===== src/rtl/qkv_pkg.sv =====
// Shared types and defaults for the Q/K/V phase sequencer slice.
//   phase_e        : 3-bit phase encoding (also driven on the phase output)
//   QKV_*_DEF      : default channel count and output-memory address width
//   is_host_phase  : true while the host owns the memory write port
package qkv_pkg;

    localparam int unsigned QKV_N_CH_DEF   = 3;
    localparam int unsigned QKV_ADDR_W_DEF = 7;
    localparam int unsigned QKV_PHASE_W    = 3;

    typedef enum logic [QKV_PHASE_W-1:0] {
        PH_IDLE      = 3'd0,
        PH_LOAD      = 3'd1,
        PH_PROJ      = 3'd2,
        PH_ATTN      = 3'd3,
        PH_WAIT_DUMP = 3'd4,
        PH_DUMP      = 3'd5,
        PH_DRAIN     = 3'd6
    } phase_e;

    function automatic logic is_host_phase(input phase_e ph);
        return (ph == PH_IDLE) || (ph == PH_LOAD);
    endfunction

endpackage


===== src/rtl/qkv_phase_sequencer_if.sv =====
// Host / engine / SRAM-port bundle of the phase sequencer.
//   master : host, projection engines and attention engine side (drives requests)
//   slave  : the sequencer (drives enables, SRAM port and dump read-out)
interface qkv_phase_sequencer_if #(
    parameter int unsigned N_CH   = qkv_pkg::QKV_N_CH_DEF,
    parameter int unsigned ADDR_W = qkv_pkg::QKV_ADDR_W_DEF
);
    import qkv_pkg::*;

    logic                     abort;
    logic                     host_load_req;
    logic                     host_load_done;
    logic                     host_we;
    logic [ADDR_W-1:0]        host_addr;
    logic                     host_dump_req;
    logic [N_CH-1:0]          proj_done;
    logic [N_CH-1:0]          proj_we;
    logic [N_CH*ADDR_W-1:0]   proj_addr;
    logic [N_CH*ADDR_W-1:0]   attn_addr;
    logic                     attn_done;
    logic                     proj_en;
    logic                     attn_start;
    logic [N_CH-1:0]          mem_web;
    logic [N_CH*ADDR_W-1:0]   mem_addr;
    logic                     rd_valid;
    logic [ADDR_W-1:0]        rd_addr;
    logic [QKV_PHASE_W-1:0]   phase;
    logic                     err;

    modport master (
        output abort, host_load_req, host_load_done, host_we, host_addr, host_dump_req,
               proj_done, proj_we, proj_addr, attn_addr, attn_done,
        input  proj_en, attn_start, mem_web, mem_addr, rd_valid, rd_addr, phase, err
    );

    modport slave (
        input  abort, host_load_req, host_load_done, host_we, host_addr, host_dump_req,
               proj_done, proj_we, proj_addr, attn_addr, attn_done,
        output proj_en, attn_start, mem_web, mem_addr, rd_valid, rd_addr, phase, err
    );

endinterface


===== src/rtl/qkv_rd_align.sv =====
// READ_LAT-deep valid/address shift register aligning host dump reads with SRAM Q.
//   clk, rst_n : clock, async active-low reset
//   flush_i    : synchronous flush of every in-flight read
//   issue_i    : a read of addr_i is issued this cycle
//   rd_valid_o : read issued DEPTH cycles ago is on SRAM Q now
//   rd_addr_o  : address of that read
module qkv_rd_align #(
    parameter int unsigned DEPTH  = 2,
    parameter int unsigned ADDR_W = 7
) (
    input  logic              clk,
    input  logic              rst_n,
    input  logic              flush_i,
    input  logic              issue_i,
    input  logic [ADDR_W-1:0] addr_i,
    output logic              rd_valid_o,
    output logic [ADDR_W-1:0] rd_addr_o
);

    logic [DEPTH-1:0]  vld_q;
    logic [ADDR_W-1:0] addr_q [DEPTH];

    // Empty slots carry address 0 so rd_addr idles at its reset value.
    always_ff @(posedge clk or negedge rst_n) begin
        if (!rst_n) begin
            vld_q <= '0;
            for (int i = 0; i < int'(DEPTH); i++) addr_q[i] <= '0;
        end else if (flush_i) begin
            vld_q <= '0;
            for (int i = 0; i < int'(DEPTH); i++) addr_q[i] <= '0;
        end else begin
            vld_q[0]  <= issue_i;
            addr_q[0] <= issue_i ? addr_i : '0;
            for (int i = 1; i < int'(DEPTH); i++) begin
                vld_q[i]  <= vld_q[i-1];
                addr_q[i] <= addr_q[i-1];
            end
        end
    end

    assign rd_valid_o = vld_q[DEPTH-1];
    assign rd_addr_o  = addr_q[DEPTH-1];

endmodule


===== src/rtl/qkv_phase_sequencer.sv =====
// Phase controller and SRAM port arbiter for the N_CH projection output memories.
// Sequences host load -> projection -> attention -> host dump, muxes each memory's
// address/WEB among host, projection engine and attention engine, and aligns dump reads.
//   clk, rst_n : clock, async active-low reset
//   bus        : slave side of qkv_phase_sequencer_if (all control, SRAM port, dump outputs)
// Optional watchdog: define QKV_SEQ_WDOG_EN to abort PROJ/ATTN after WDOG_CYC cycles.
module qkv_phase_sequencer
    import qkv_pkg::*;
#(
    parameter int unsigned N_CH     = QKV_N_CH_DEF,
    parameter int unsigned ADDR_W   = QKV_ADDR_W_DEF,
    parameter int unsigned READ_LAT = 2,
    parameter int unsigned WDOG_CYC = 4096
) (
    input  logic                  clk,
    input  logic                  rst_n,
    qkv_phase_sequencer_if.slave  bus
);

    localparam int unsigned CNT_W = 3;

    phase_e            state_q, state_d;
    logic [N_CH-1:0]   done_mask_q, done_mask_d;
    logic [CNT_W-1:0]  drain_q, drain_d;
    logic              proj_en_q, proj_en_d;
    logic              attn_start_q, attn_start_d;
    logic              err_q, err_d;
    logic              flush_c;
    logic              issue_c;
    logic              proto_err_c;
    logic              wdog_hit_c;
    logic [N_CH-1:0]         mem_web_c;
    logic [N_CH*ADDR_W-1:0]  mem_addr_c;

`ifdef QKV_SEQ_WDOG_EN
    logic [15:0] wdog_q, wdog_d;

    // Counts consecutive cycles spent in one PROJ or ATTN visit.
    always_comb begin
        wdog_d = '0;
        if ((state_d == state_q) && ((state_q == PH_PROJ) || (state_q == PH_ATTN)))
            wdog_d = wdog_q + 16'd1;
    end

    always_ff @(posedge clk or negedge rst_n) begin
        if (!rst_n) wdog_q <= '0;
        else        wdog_q <= wdog_d;
    end

    assign wdog_hit_c = ((state_q == PH_PROJ) || (state_q == PH_ATTN)) &&
                        (wdog_q == 16'(WDOG_CYC - 1));
`else
    // Watchdog absent: PROJ/ATTN wait indefinitely.
    assign wdog_hit_c = 1'b0 & (WDOG_CYC == 0);
`endif

    assign proto_err_c = (bus.host_we && !is_host_phase(state_q)) ||
                         ((|bus.proj_we) && (state_q != PH_PROJ)) ||
                         (bus.attn_done && (state_q != PH_ATTN));

    // Next-state and registered-output logic; abort/watchdog override everything.
    always_comb begin
        state_d     = state_q;
        done_mask_d = done_mask_q;
        drain_d     = '0;
        err_d       = err_q | proto_err_c;
        flush_c     = 1'b0;

        case (state_q)
            PH_IDLE: begin
                if (bus.host_load_req) begin
                    state_d     = PH_LOAD;
                    done_mask_d = '0;
                end
            end
            PH_LOAD: begin
                if (bus.host_load_done) state_d = PH_PROJ;
            end
            PH_PROJ: begin
                // Bits set this cycle count immediately, so all-done advances next cycle.
                done_mask_d = done_mask_q | bus.proj_done;
                if (&done_mask_d) state_d = PH_ATTN;
            end
            PH_ATTN: begin
                if (bus.attn_done) state_d = PH_WAIT_DUMP;
            end
            PH_WAIT_DUMP: begin
                if (bus.host_dump_req) state_d = PH_DUMP;
            end
            PH_DUMP: begin
                if (!bus.host_dump_req) state_d = PH_DRAIN;
            end
            PH_DRAIN: begin
                if (drain_q == CNT_W'(READ_LAT - 1)) state_d = PH_IDLE;
                else                                 drain_d = drain_q + CNT_W'(1);
            end
            default: state_d = PH_IDLE;
        endcase

        if (bus.abort || wdog_hit_c) begin
            state_d     = PH_IDLE;
            done_mask_d = '0;
            drain_d     = '0;
            flush_c     = 1'b1;
            err_d       = err_q | wdog_hit_c;
        end
    end

    assign proj_en_d    = (state_d == PH_PROJ);
    assign attn_start_d = (state_d == PH_ATTN) && (state_q != PH_ATTN);

    // A read is issued only while the host still holds the dump request.
    assign issue_c = (state_q == PH_DUMP) && bus.host_dump_req;

    always_ff @(posedge clk or negedge rst_n) begin
        if (!rst_n) begin
            state_q      <= PH_IDLE;
            done_mask_q  <= '0;
            drain_q      <= '0;
            proj_en_q    <= 1'b0;
            attn_start_q <= 1'b0;
            err_q        <= 1'b0;
        end else begin
            state_q      <= state_d;
            done_mask_q  <= done_mask_d;
            drain_q      <= drain_d;
            proj_en_q    <= proj_en_d;
            attn_start_q <= attn_start_d;
            err_q        <= err_d;
        end
    end

    // SRAM port mux; reset forces WEB high so no write can slip through.
    always_comb begin
        mem_web_c  = '1;
        mem_addr_c = '0;
        if (rst_n) begin
            case (state_q)
                PH_IDLE, PH_LOAD: begin
                    for (int ch = 0; ch < int'(N_CH); ch++) begin
                        mem_addr_c[ch*ADDR_W +: ADDR_W] = bus.host_addr;
                        mem_web_c[ch]                   = ~bus.host_we;
                    end
                end
                PH_PROJ: begin
                    mem_addr_c = bus.proj_addr;
                    mem_web_c  = ~bus.proj_we;
                end
                PH_ATTN: begin
                    mem_addr_c = bus.attn_addr;
                end
                default: begin
                    for (int ch = 0; ch < int'(N_CH); ch++)
                        mem_addr_c[ch*ADDR_W +: ADDR_W] = bus.host_addr;
                end
            endcase
        end
    end

    qkv_rd_align #(
        .DEPTH  (READ_LAT),
        .ADDR_W (ADDR_W)
    ) u_rd_align (
        .clk        (clk),
        .rst_n      (rst_n),
        .flush_i    (flush_c),
        .issue_i    (issue_c),
        .addr_i     (bus.host_addr),
        .rd_valid_o (bus.rd_valid),
        .rd_addr_o  (bus.rd_addr)
    );

    assign bus.proj_en    = proj_en_q;
    assign bus.attn_start = attn_start_q;
    assign bus.mem_web    = mem_web_c;
    assign bus.mem_addr   = mem_addr_c;
    assign bus.phase      = state_q;
    assign bus.err        = err_q;

endmodule


===== src/flat_wrapper.sv =====
// flat-port wrapper written by rule: the top's interface ports become plain ports
module qkv_phase_sequencer_flat import qkv_pkg::*;
#(
    parameter int unsigned N_CH     = QKV_N_CH_DEF,
    parameter int unsigned ADDR_W   = QKV_ADDR_W_DEF,
    parameter int unsigned READ_LAT = 2,
    parameter int unsigned WDOG_CYC = 4096
)
  (clk, rst_n, bus_abort, bus_host_load_req, bus_host_load_done, bus_host_we, bus_host_addr, bus_host_dump_req, bus_proj_done, bus_proj_we, bus_proj_addr, bus_attn_addr, bus_attn_done, bus_proj_en, bus_attn_start, bus_mem_web, bus_mem_addr, bus_rd_valid, bus_rd_addr, bus_phase, bus_err);
  qkv_phase_sequencer_if #(.N_CH(N_CH), .ADDR_W(ADDR_W)) bus_i ();
  input  logic clk;
  input  logic rst_n;
  input wire logic [$bits(bus_i.abort)-1:0] bus_abort;
  input wire logic [$bits(bus_i.host_load_req)-1:0] bus_host_load_req;
  input wire logic [$bits(bus_i.host_load_done)-1:0] bus_host_load_done;
  input wire logic [$bits(bus_i.host_we)-1:0] bus_host_we;
  input wire logic [$bits(bus_i.host_addr)-1:0] bus_host_addr;
  input wire logic [$bits(bus_i.host_dump_req)-1:0] bus_host_dump_req;
  input wire logic [$bits(bus_i.proj_done)-1:0] bus_proj_done;
  input wire logic [$bits(bus_i.proj_we)-1:0] bus_proj_we;
  input wire logic [$bits(bus_i.proj_addr)-1:0] bus_proj_addr;
  input wire logic [$bits(bus_i.attn_addr)-1:0] bus_attn_addr;
  input wire logic [$bits(bus_i.attn_done)-1:0] bus_attn_done;
  output wire logic [$bits(bus_i.proj_en)-1:0] bus_proj_en;
  output wire logic [$bits(bus_i.attn_start)-1:0] bus_attn_start;
  output wire logic [$bits(bus_i.mem_web)-1:0] bus_mem_web;
  output wire logic [$bits(bus_i.mem_addr)-1:0] bus_mem_addr;
  output wire logic [$bits(bus_i.rd_valid)-1:0] bus_rd_valid;
  output wire logic [$bits(bus_i.rd_addr)-1:0] bus_rd_addr;
  output wire logic [$bits(bus_i.phase)-1:0] bus_phase;
  output wire logic [$bits(bus_i.err)-1:0] bus_err;
  assign bus_i.abort = bus_abort;
  assign bus_i.host_load_req = bus_host_load_req;
  assign bus_i.host_load_done = bus_host_load_done;
  assign bus_i.host_we = bus_host_we;
  assign bus_i.host_addr = bus_host_addr;
  assign bus_i.host_dump_req = bus_host_dump_req;
  assign bus_i.proj_done = bus_proj_done;
  assign bus_i.proj_we = bus_proj_we;
  assign bus_i.proj_addr = bus_proj_addr;
  assign bus_i.attn_addr = bus_attn_addr;
  assign bus_i.attn_done = bus_attn_done;
  assign bus_proj_en = bus_i.proj_en;
  assign bus_attn_start = bus_i.attn_start;
  assign bus_mem_web = bus_i.mem_web;
  assign bus_mem_addr = bus_i.mem_addr;
  assign bus_rd_valid = bus_i.rd_valid;
  assign bus_rd_addr = bus_i.rd_addr;
  assign bus_phase = bus_i.phase;
  assign bus_err = bus_i.err;
  qkv_phase_sequencer #(.N_CH(N_CH), .ADDR_W(ADDR_W), .READ_LAT(READ_LAT), .WDOG_CYC(WDOG_CYC)) u_core (.clk(clk), .rst_n(rst_n), .bus(bus_i));
endmodule

===== config.mk =====
export PLATFORM = sky130hd
export DESIGN_NAME = qkv_phase_sequencer_flat
export DESIGN_NICKNAME = d
export VERILOG_FILES = /design/src/rtl/qkv_pkg.sv /design/src/rtl/qkv_phase_sequencer_if.sv /design/src/rtl/qkv_rd_align.sv /design/src/rtl/qkv_phase_sequencer.sv /design/src/flat_wrapper.sv
export SDC_FILE = /design/constraint.sdc
export NUM_CORES = 1
export LEC_CHECK = 0
export ABC_AREA = 1
export BUFFER_PORTS_ARGS = -buffer_cell sky130_fd_sc_hd__buf_2
export CELL_PAD_IN_SITES_DETAIL_PLACEMENT = 1
export CELL_PAD_IN_SITES_GLOBAL_PLACEMENT = 1
export CORE_MARGIN = 8
export CORE_UTILIZATION = 28
export DETAILED_ROUTE_END_ITERATION = 10
export PLACE_DENSITY = 0.84
export SLEW_MARGIN = 20
export SYNTH_ARGS = -nofsm -noshare
export SYNTH_HDL_FRONTEND = slang
export SYNTH_SLANG_ARGS = --single-unit
export TNS_END_PERCENT = 50

===== constraint.sdc =====
create_clock -name clk -period 1.72 [get_ports clk]
set_clock_uncertainty 0.15 [all_clocks]
set_input_delay 0.344 -clock clk [delete_from_list [all_inputs] [get_ports clk]]
set_output_delay 0.344 -clock clk [all_outputs]
set_load 0.02 [all_outputs]

; After elaboration in Yosys (flattened, before gate mapping)
; Index checks and enable logic that the tools add are counted.
[op_classes]
n_mux = 23
bitwise = 4
n_addsub = 1
n_eq_ne = 12
reduce_logical = 15
[op_table]
columns = cell, count
row1 = $mux W3, 14
row2 = $pmux W21 S2, 1
row3 = $mux W21, 1
row4 = $pmux W3 S7, 1
row5 = $mux W14, 1
row6 = $eq A3 B2 Y1 const B, 4
row7 = $pmux W3 S2, 2
row8 = $eq A3 B3 Y1 const B, 3
row9 = $mux W7, 1
row10 = $eq A3 B1 Y1 const B, 2
row11 = $ne A3 B2 Y1 const B, 2
row12 = $logic_and A1 B1 Y1, 5
row13 = $add A3 B1 Y3 const B, 1
row14 = $logic_not A3 Y1, 1
row15 = $logic_or A1 B1 Y1, 3
row16 = $ne A3 B3 Y1 const B, 1
row17 = $not A3 Y3, 1
row18 = $or A3 B3 Y3, 1
row19 = $reduce_and A3 Y1, 1
row20 = $reduce_bool A3 Y1, 1
row21 = $reduce_or A3 Y1, 1
row22 = $mux W2, 1
row23 = $reduce_and A2 Y1, 1
row24 = $reduce_or A2 Y1, 1
row25 = other kinds (4), 4
[word_totals]
word_cells = 64
reg_bits = 28
in_bits = 63
output_inout_bits = 38

; Longest topological paths before layout
; Gate-level depths: netlist of the first run.
[logic_depth]
depth_word = 7
mapped_depth = 9
depth_no_buf = 9

; Modules after synthesis
; A second synthesis of the first run with hierarchy kept.
[hier_totals]
cells_unflattened = 255
area_unflattened_um2 = 1996.9
[by_module_without_submodules]
columns = module, area_each_um2, cells_per_inst, n_inst
row1 = qkv_phase_sequencer, 1385.1, 197, 1
row2 = qkv_rd_align, 611.8, 58, 1

; Worst setup path before layout of the first run
; OpenSTA, ideal clock, no wires.
[synth_path]
path_type = register -> output
startpoint = register u_core.state_q[2] (netlist: u_core.bus.phase[2])
endpoint = output port bus_mem_web[0]
setup_slack_ps = -326
path_stages_with_launch = 7
arrival_time_ps = 1552
n_path_buf = 1
t_required_ps = 1226
cell_sequence = dfrtp_1 -> inv_2 -> nand2_2 -> nor2_4 -> inv_6 -> clkbuf_8 -> o21ai_0
[synth_via]
elab_chain_len = 4
[synth_rtl]
columns = element, line
row1 = start: declaration, qkv_phase_sequencer.sv:22  ; phase_e state_q, state_d;
row2 = start signal: assignment, qkv_phase_sequencer.sv:124  ; state_q <= state_d;
row3 = $eq A3 B1 Y1 or $logic_not A3 Y1 (tied branches), qkv_phase_sequencer.sv:138  ; case (state_q)
row4 = $reduce_or A2 Y1, qkv_phase_sequencer.sv:138
row5 = $pmux W3 S2 *, qkv_phase_sequencer.sv:138
row6 = $mux W3 *, qkv_phase_sequencer.sv:137  ; if (rst_n) begin
row7 = end: declaration, flat_wrapper.sv:26  ; output wire logic [$bits(bus_i.mem_web)-1:0] bus_mem_web;
; Mark *: on every way between the ends. The rest lies on a longest branch, timed or not.

; Final worst setup path of the first run
[layout_path]
startpoint = register u_core.state_q[2] (netlist: u_core.bus.phase[2])
endpoint = output port bus_mem_addr[4]
[layout_via]
elab_chain_len = 3
[layout_rtl]
columns = element, line
row1 = $eq A3 B2 Y1, qkv_phase_sequencer.sv:138
row2 = $pmux W21 S2 *, qkv_phase_sequencer.sv:138
row3 = $mux W21 *, qkv_phase_sequencer.sv:137
row4 = end: declaration, flat_wrapper.sv:27  ; output wire logic [$bits(bus_i.mem_addr)-1:0] bus_mem_addr;
; Marks and branches as above.

==> results.toml, run 1 <==
[setup_path]
worstPathRequired_ps = 1230
endpoint_kind = "output pin"
slowest_stage = "dfrtp_2"
crit_fanout = 6
critical_path.most_common_cell = "buf_4"
worstSetupStartpointType = "flip-flop"
arrival_ps = 1610
crit_chain = "buf_6 > nor2_4 > buf_4 > o21ai_2 > nor3_2 > buf_4"
crit_type = "reg2out"
worst_path_largest_cell_delay_ps = 450

[sta]
period_needed_ps = 2110
drv_slew = 0
setup_viol = 24
fin_ws_ps = -389
holdWs_ps = 108
finalCritPeriodShare = 1.23
hold_violations = 0
worst_pin_slew_ps = 426
max_freq_mhz = 474
rsz0062_at_grt = "yes"
max_slew_margin = 0.714

[power_and_ir_drop]
swShare = 0.320
clockPowerShare = 0.301
seqPwrFrac = 0.377
p_switching_mw = 0.576
p_int_mw = 1.22
combPwrFrac = 0.322
power.density_mw_per_mm2 = 658
vdd_drop_max_uv = 315
power_leakage_nw = 1.48

[finish]
synthToLayoutAreaGrowth_pct = 68.9
nNetsFinal = 403
stdcell_count = 412
nFillCells = 709
drive_gt1_frac = 0.558

[status]
violations = "setup timing"
status = "complete, but fails checks"

[detailed_routing]
drt-total-wl_um = 6890
ant_nets = 0
drc = 0
via_per_inst = 4.71
dr.pass1.iters = 4
met2_length_um = 3820
vias = 1939
drt_iter0_markers = 53
top_layer_used = "met4"
routedWlPerCell_um = 16.7
wl_met1_um = 2450
wl_met3_um = 437

[clocking]
clock_latency_ps = 280
cts_tree = "done"
cts_buffers = 3
htreeDepth = 1
clock_path_buffers = 2
cts_sinks = 28
cts-root-buf = "clkbuf_8"
clk_pin_slew_ps = 100

[global_routing]
grt_overflow = 0
grt_pass1_wl_um = 10400
grt_usage = 0.152
grt_max_degree = 26
grt_pass1_vias = 2182
antenna_found_initial = 1

[placement]
finalWeightedCongestion = 0.854
portBuffers = 100
place_hpwl_um = 5260
dp_cells = 399
place_ws_ps = -175

[synthesis]
yosysWarnings = 0
synth-seq-cells = 28
synth_common_cells = "nor2_1, inv_1, dfrtp_1, nand2_1, nor3_1"
syn_nets = 288
yosysSeqAreaShare = 0.433
synth_top_area_cell = "dfrtp_1"
yosysMostFrequentCell = "nor2_1"
syn_avg_cell_area_um2 = 7.20
yosysUniqueCellTypes = 25
ys.flop_type = "dfrtp_1"
synth-async-reset-ratio = 1.00
synthesis.area_mm2 = 0.00162
synth_area_leaders = "dfrtp_1, nor2_1, inv_1"
synth_cells = 225
netlist.area_leader.share = 0.433
synth_edf_count = 0

[floorplan]
rows = 27
initial_utilization = 0.292
pin_count = 101
die_y_um = 92.0
chipWidth_um = 92.0
core-area_mm2 = 0.00554
dieArea_mm2 = 0.00847

[job]
max-cap-violations = 0

[min_path]
hold_class = "in2async"
-- cells by family (layout without fill, tap and decap cells) --
family | count (synthesis) | after routing | synth area share
AND/OR/NAND/NOR | 129 | 129 | 0.345
buffers and inverters | 47 | 161 | 0.151
flip-flops | 28 | 28 | 0.433
AO/OA/AOI/OAI | 20 | 20 | 0.0665
XOR/XNOR | 1 | 1 | 0.00541
other | 0 | 1 | 0
-- power groups by stage --
stage / sequential (mW) / combinational (mW) / clock (mW)
after global placement: 0.687 / 0.454 / 0
after floorplan: 0.702 / 0.242 / 0
after CTS: 0.676 / 0.520 / 0.533
final: 0.677 / 0.580 / 0.542
after global routing: 0.679 / 0.625 / 0.566
after detailed placement: 0.688 / 0.471 / 0
-- per-stage QoR --
step | power, mW | instance area (µm²) | setup TNS [ps] | utilization
after floorplan | 0.945 | 1780 | -918 | -
after global placement | 1.14 | 2350 | -2070 | 0.425
after detailed placement | 1.16 | 2350 | -3120 | 0.425
after CTS | 1.73 | 2570 | -8180 | 0.465
after global routing | 1.87 | 2740 | -10020 | 0.494
final | 1.80 | 2740 | -8200 | 0.494
-- final cells by class --
class                   instances  area [µm²]  share of cell area
multi-input cells             150         948               0.347
repair buffers                121         753               0.275
flip-flops and latches         28         704               0.258
inverters                      35         149              0.0544
well taps                      72        90.1              0.0329
clock buffers                   3        41.3              0.0151
clock inverters                 1        30.0              0.0110
repair inverters                1        16.3             0.00595
diodes                          1        2.50            0.000915
-- state kept, by name, summed over array words and instances (netlist names) --
signal and flops:
u_core.u_rd_align.addr_q 7, u_core.u_rd_align.rd_addr_o 7, u_core.bus.phase 3, u_core.done_mask_q 3, u_core.drain_q 3, u_core.u_rd_align.vld_q 2
u_core.bus.attn_start 1, u_core.bus.err 1, u_core.bus.proj_en 1
-- critical path, delay by kind of cell, from the launching register on --
family / cells / cell delay [ps]
buffers and inverters: 3 / 470
flip-flops: 1 / 450
AO/OA/AOI/OAI: 1 / 100
AND/OR/NAND/NOR: 2 / 300
-- layout by cell type (no fill, tap or decap), types with 3 or more instances in the layout --
master     n
nor3_1     3
buf_4     31
clkbuf_8   3
inv_1     29
inv_2      3
nand3_1    8
nor3_2    14
nand4_1    3
nand2_1   21
nor2_4     7
dfrtp_2    3
dfrtp_1   25
o21ai_0    3
buf_2     80
nor2_2    14
buf_6      8
nor2_1    50
o21ai_2    8
nor3_4     4
-- metal layers --
metal / track usage / vias up
li1: - / 926
met1: 0.154 / 931
met2: 0.287 / 69
met3: 0.0391 / 13
met4: 0.0617 / 0
met5: 0 / -
-- what timing repair did --
| action | 4_1_cts | 5_1_grt |
|---|---|---|
| endpoints found under the setup margin | 24 | 28 |
| pin swaps | 3 | 2 |
| gates cloned | 0 | 1 |
| hold endpoints to repair | 1 | 0 |
| buffers inserted | 5 | 1 |
| hold buffers | 1 | 0 |
| resized for setup | 35 | 38 |
-- path summary, 6_finish.rpt --
check,depth (start not counted),slack [ps],start,to
setup / recovery,6,-390,u_core.bus.phase[2],bus_mem_addr[4]
hold / removal,2,110,rst_n,u_core.drain_q[0]
setup reg to reg,8,30,u_core.bus.phase[2],u_core.bus.attn_start
hold reg to reg,2,320,u_core.u_rd_align.addr_q[10],u_core.u_rd_align.rd_addr_o[3]
max in group asynchronous,2,720,rst_n,u_core.done_mask_q[0]
min in group clk,3,140,bus_host_addr[1],u_core.u_rd_align.addr_q[8]
Power figures use the tool's default switching activity.
==> run 2: changes to the inputs <==
Settings changed: CORE_UTILIZATION 28 to 30, PLACE_DENSITY 0.84 to 0.89.
Clock period 1.72 ns to 2.44 ns, I/O delays scaled along.
==> results.toml, run 2 (synthesized netlist as in run 1, its figures left out) <==
[power_and_ir_drop]
combPwrFrac = 0.249
power_leakage_nw = 1.30
power.density_mw_per_mm2 = 512
clockPowerShare = 0.330
vdd_drop_max_uv = 212
swShare = 0.303
p_int_mw = 0.797
p_switching_mw = 0.347
seqPwrFrac = 0.421

[setup_path]
crit_type = "reg2out"
arrival_ps = 1740
worstSetupStartpointType = "flip-flop"
crit_fanout = 10
worstPathRequired_ps = 1800
endpoint_kind = "output pin"

[detailed_routing]
vias = 1831
ant_nets = 0
wl_met1_um = 2240
met2_length_um = 3050
routedWlPerCell_um = 14.9
dr.pass1.iters = 4
via_per_inst = 4.65
drt-total-wl_um = 5870
top_layer_used = "met4"
wl_met3_um = 463
drt_iter0_markers = 61
drc = 0

[sta]
setup_viol = 0
finalCritPeriodShare = 0.973
drv_slew = 0
worst_pin_slew_ps = 472
max_slew_margin = 0.682
hold_violations = 0
fin_ws_ps = 65.5
max_freq_mhz = 421
holdWs_ps = 110
rsz0062_at_grt = "yes"
period_needed_ps = 2370

[clocking]
clock_latency_ps = 290
cts-root-buf = "clkbuf_8"
htreeDepth = 1
cts_sinks = 28
clk_pin_slew_ps = 100
clock_path_buffers = 2
cts_buffers = 3
cts_tree = "done"

[job]
max-cap-violations = 0

[finish]
multi_input_area_um2 = 677
synthToLayoutAreaGrowth_pct = 38.0
nNetsFinal = 388
drive_gt1_frac = 0.383
nFillCells = 704
layout_commonest_cell = "buf_2"
regArea_um2 = 704
diodes = 0
final_cell_mix = "buf_2, nor2_1, inv_1"

[min_path]
hold_class = "in2async"

[global_routing]
antenna_found_initial = 0
grt_pass1_vias = 1983
grt_usage = 0.146
grt_pass1_wl_um = 9120
grt_max_degree = 26
grt_overflow = 0

[floorplan]
initial_utilization = 0.313
pin_count = 101
die_y_um = 89.5
chipWidth_um = 89.5
rows = 26
core-area_mm2 = 0.00517
dieArea_mm2 = 0.00800

[placement]
finalWeightedCongestion = 0.800
place_ws_ps = 269
place_hpwl_um = 4670
portBuffers = 100

[status]
status = "completed"
==> run 2: cell types whose count changed in the layout (fill, tap and decap cells not counted), moves of 3 or more <==
cell	change
nor2_4	-5
nor3_4	-4
nor3_2	-14
buf_6	-8
o22ai_1	+3
nor3_1	+18
o21ai_2	-8
buf_4	-25
nor2_1	+17
nor2_2	-12
o21ai_0	+9
buf_2	+20
==> run 2: per-layer routing <==
metal,global-route usage,up-vias
met5,0,-
met4,0.0529,0
met3,0.0432,11
met2,0.274,61
met1,0.149,867
li1,-,892
==> run 2: worst paths after layout <==
kind | from | endpoint | slack, ps | depth (start not counted)
max | u_core.bus.phase[1] | bus_mem_addr[12] | 70 | 5
min | rst_n | u_core.bus.err | 110 | 2
max reg2reg | u_core.bus.phase[1] | u_core.bus.phase[1] | 850 | 6
min reg2reg | u_core.u_rd_align.addr_q[13] | u_core.u_rd_align.rd_addr_o[6] | 320 | 2
max in group asynchronous | rst_n | u_core.done_mask_q[1] | 1430 | 2
min in group clk | bus_host_addr[5] | u_core.u_rd_align.addr_q[12] | 260 | 3
==> run 2: area by class of cell <==
class,instances,area share
Inverter,35,0.0622
Multi-Input combinational cell,150,0.303
Clock buffer,3,0.0185
Sequential cell,28,0.315
Tap cell,70,0.0392
Timing Repair Buffer,107,0.249
Clock inverter,1,0.0134
==> run 2: power groups by stage <==
stage | Sequential (mW) | Combinational, mW | Clock [mW]
finish | 0.482 | 0.285 | 0.377
global route | 0.483 | 0.311 | 0.393
CTS | 0.480 | 0.283 | 0.374
detailed placement | 0.489 | 0.278 | 0
global placement | 0.488 | 0.272 | 0
floorplan | 0.494 | 0.149 | 0
==> run 2: stage by stage <==
| stage | total power, mW | std cells | cell area, µm² | TNS, ps | util |
|---|---|---|---|---|---|
| 2_1_floorplan | 0.643 | 225 | 1620 | 0 | - |
| 3_3_place_gp | 0.759 | 385 | 2110 | 0 | 0.409 |
| 3_5_place_dp | 0.767 | 385 | 2110 | 0 | 0.409 |
| 4_1_cts | 1.14 | 390 | 2200 | 0 | 0.425 |
| 5_1_grt | 1.19 | 394 | 2230 | -215 | 0.432 |
| 6_report | 1.14 | 394 | 2230 | 0 | 0.432 |
==> run 2: what timing repair did <==
| item | in CTS | in global routing |
|---|---|---|
| resized for setup | 1 | 6 |
| setup buffers | 0 | 4 |
| setup endpoints to repair | 13 | 23 |
| endpoints found under the hold margin | 2 | 0 |
| hold buffers | 1 | 0 |
==> run 2: critical path, cell delays in order, from the launching register on <==
cell	delay [ps]
dfrtp_2	460
inv_1	200
nor2_4	90
o21ai_0	410
nor3_1	110
buf_2	180
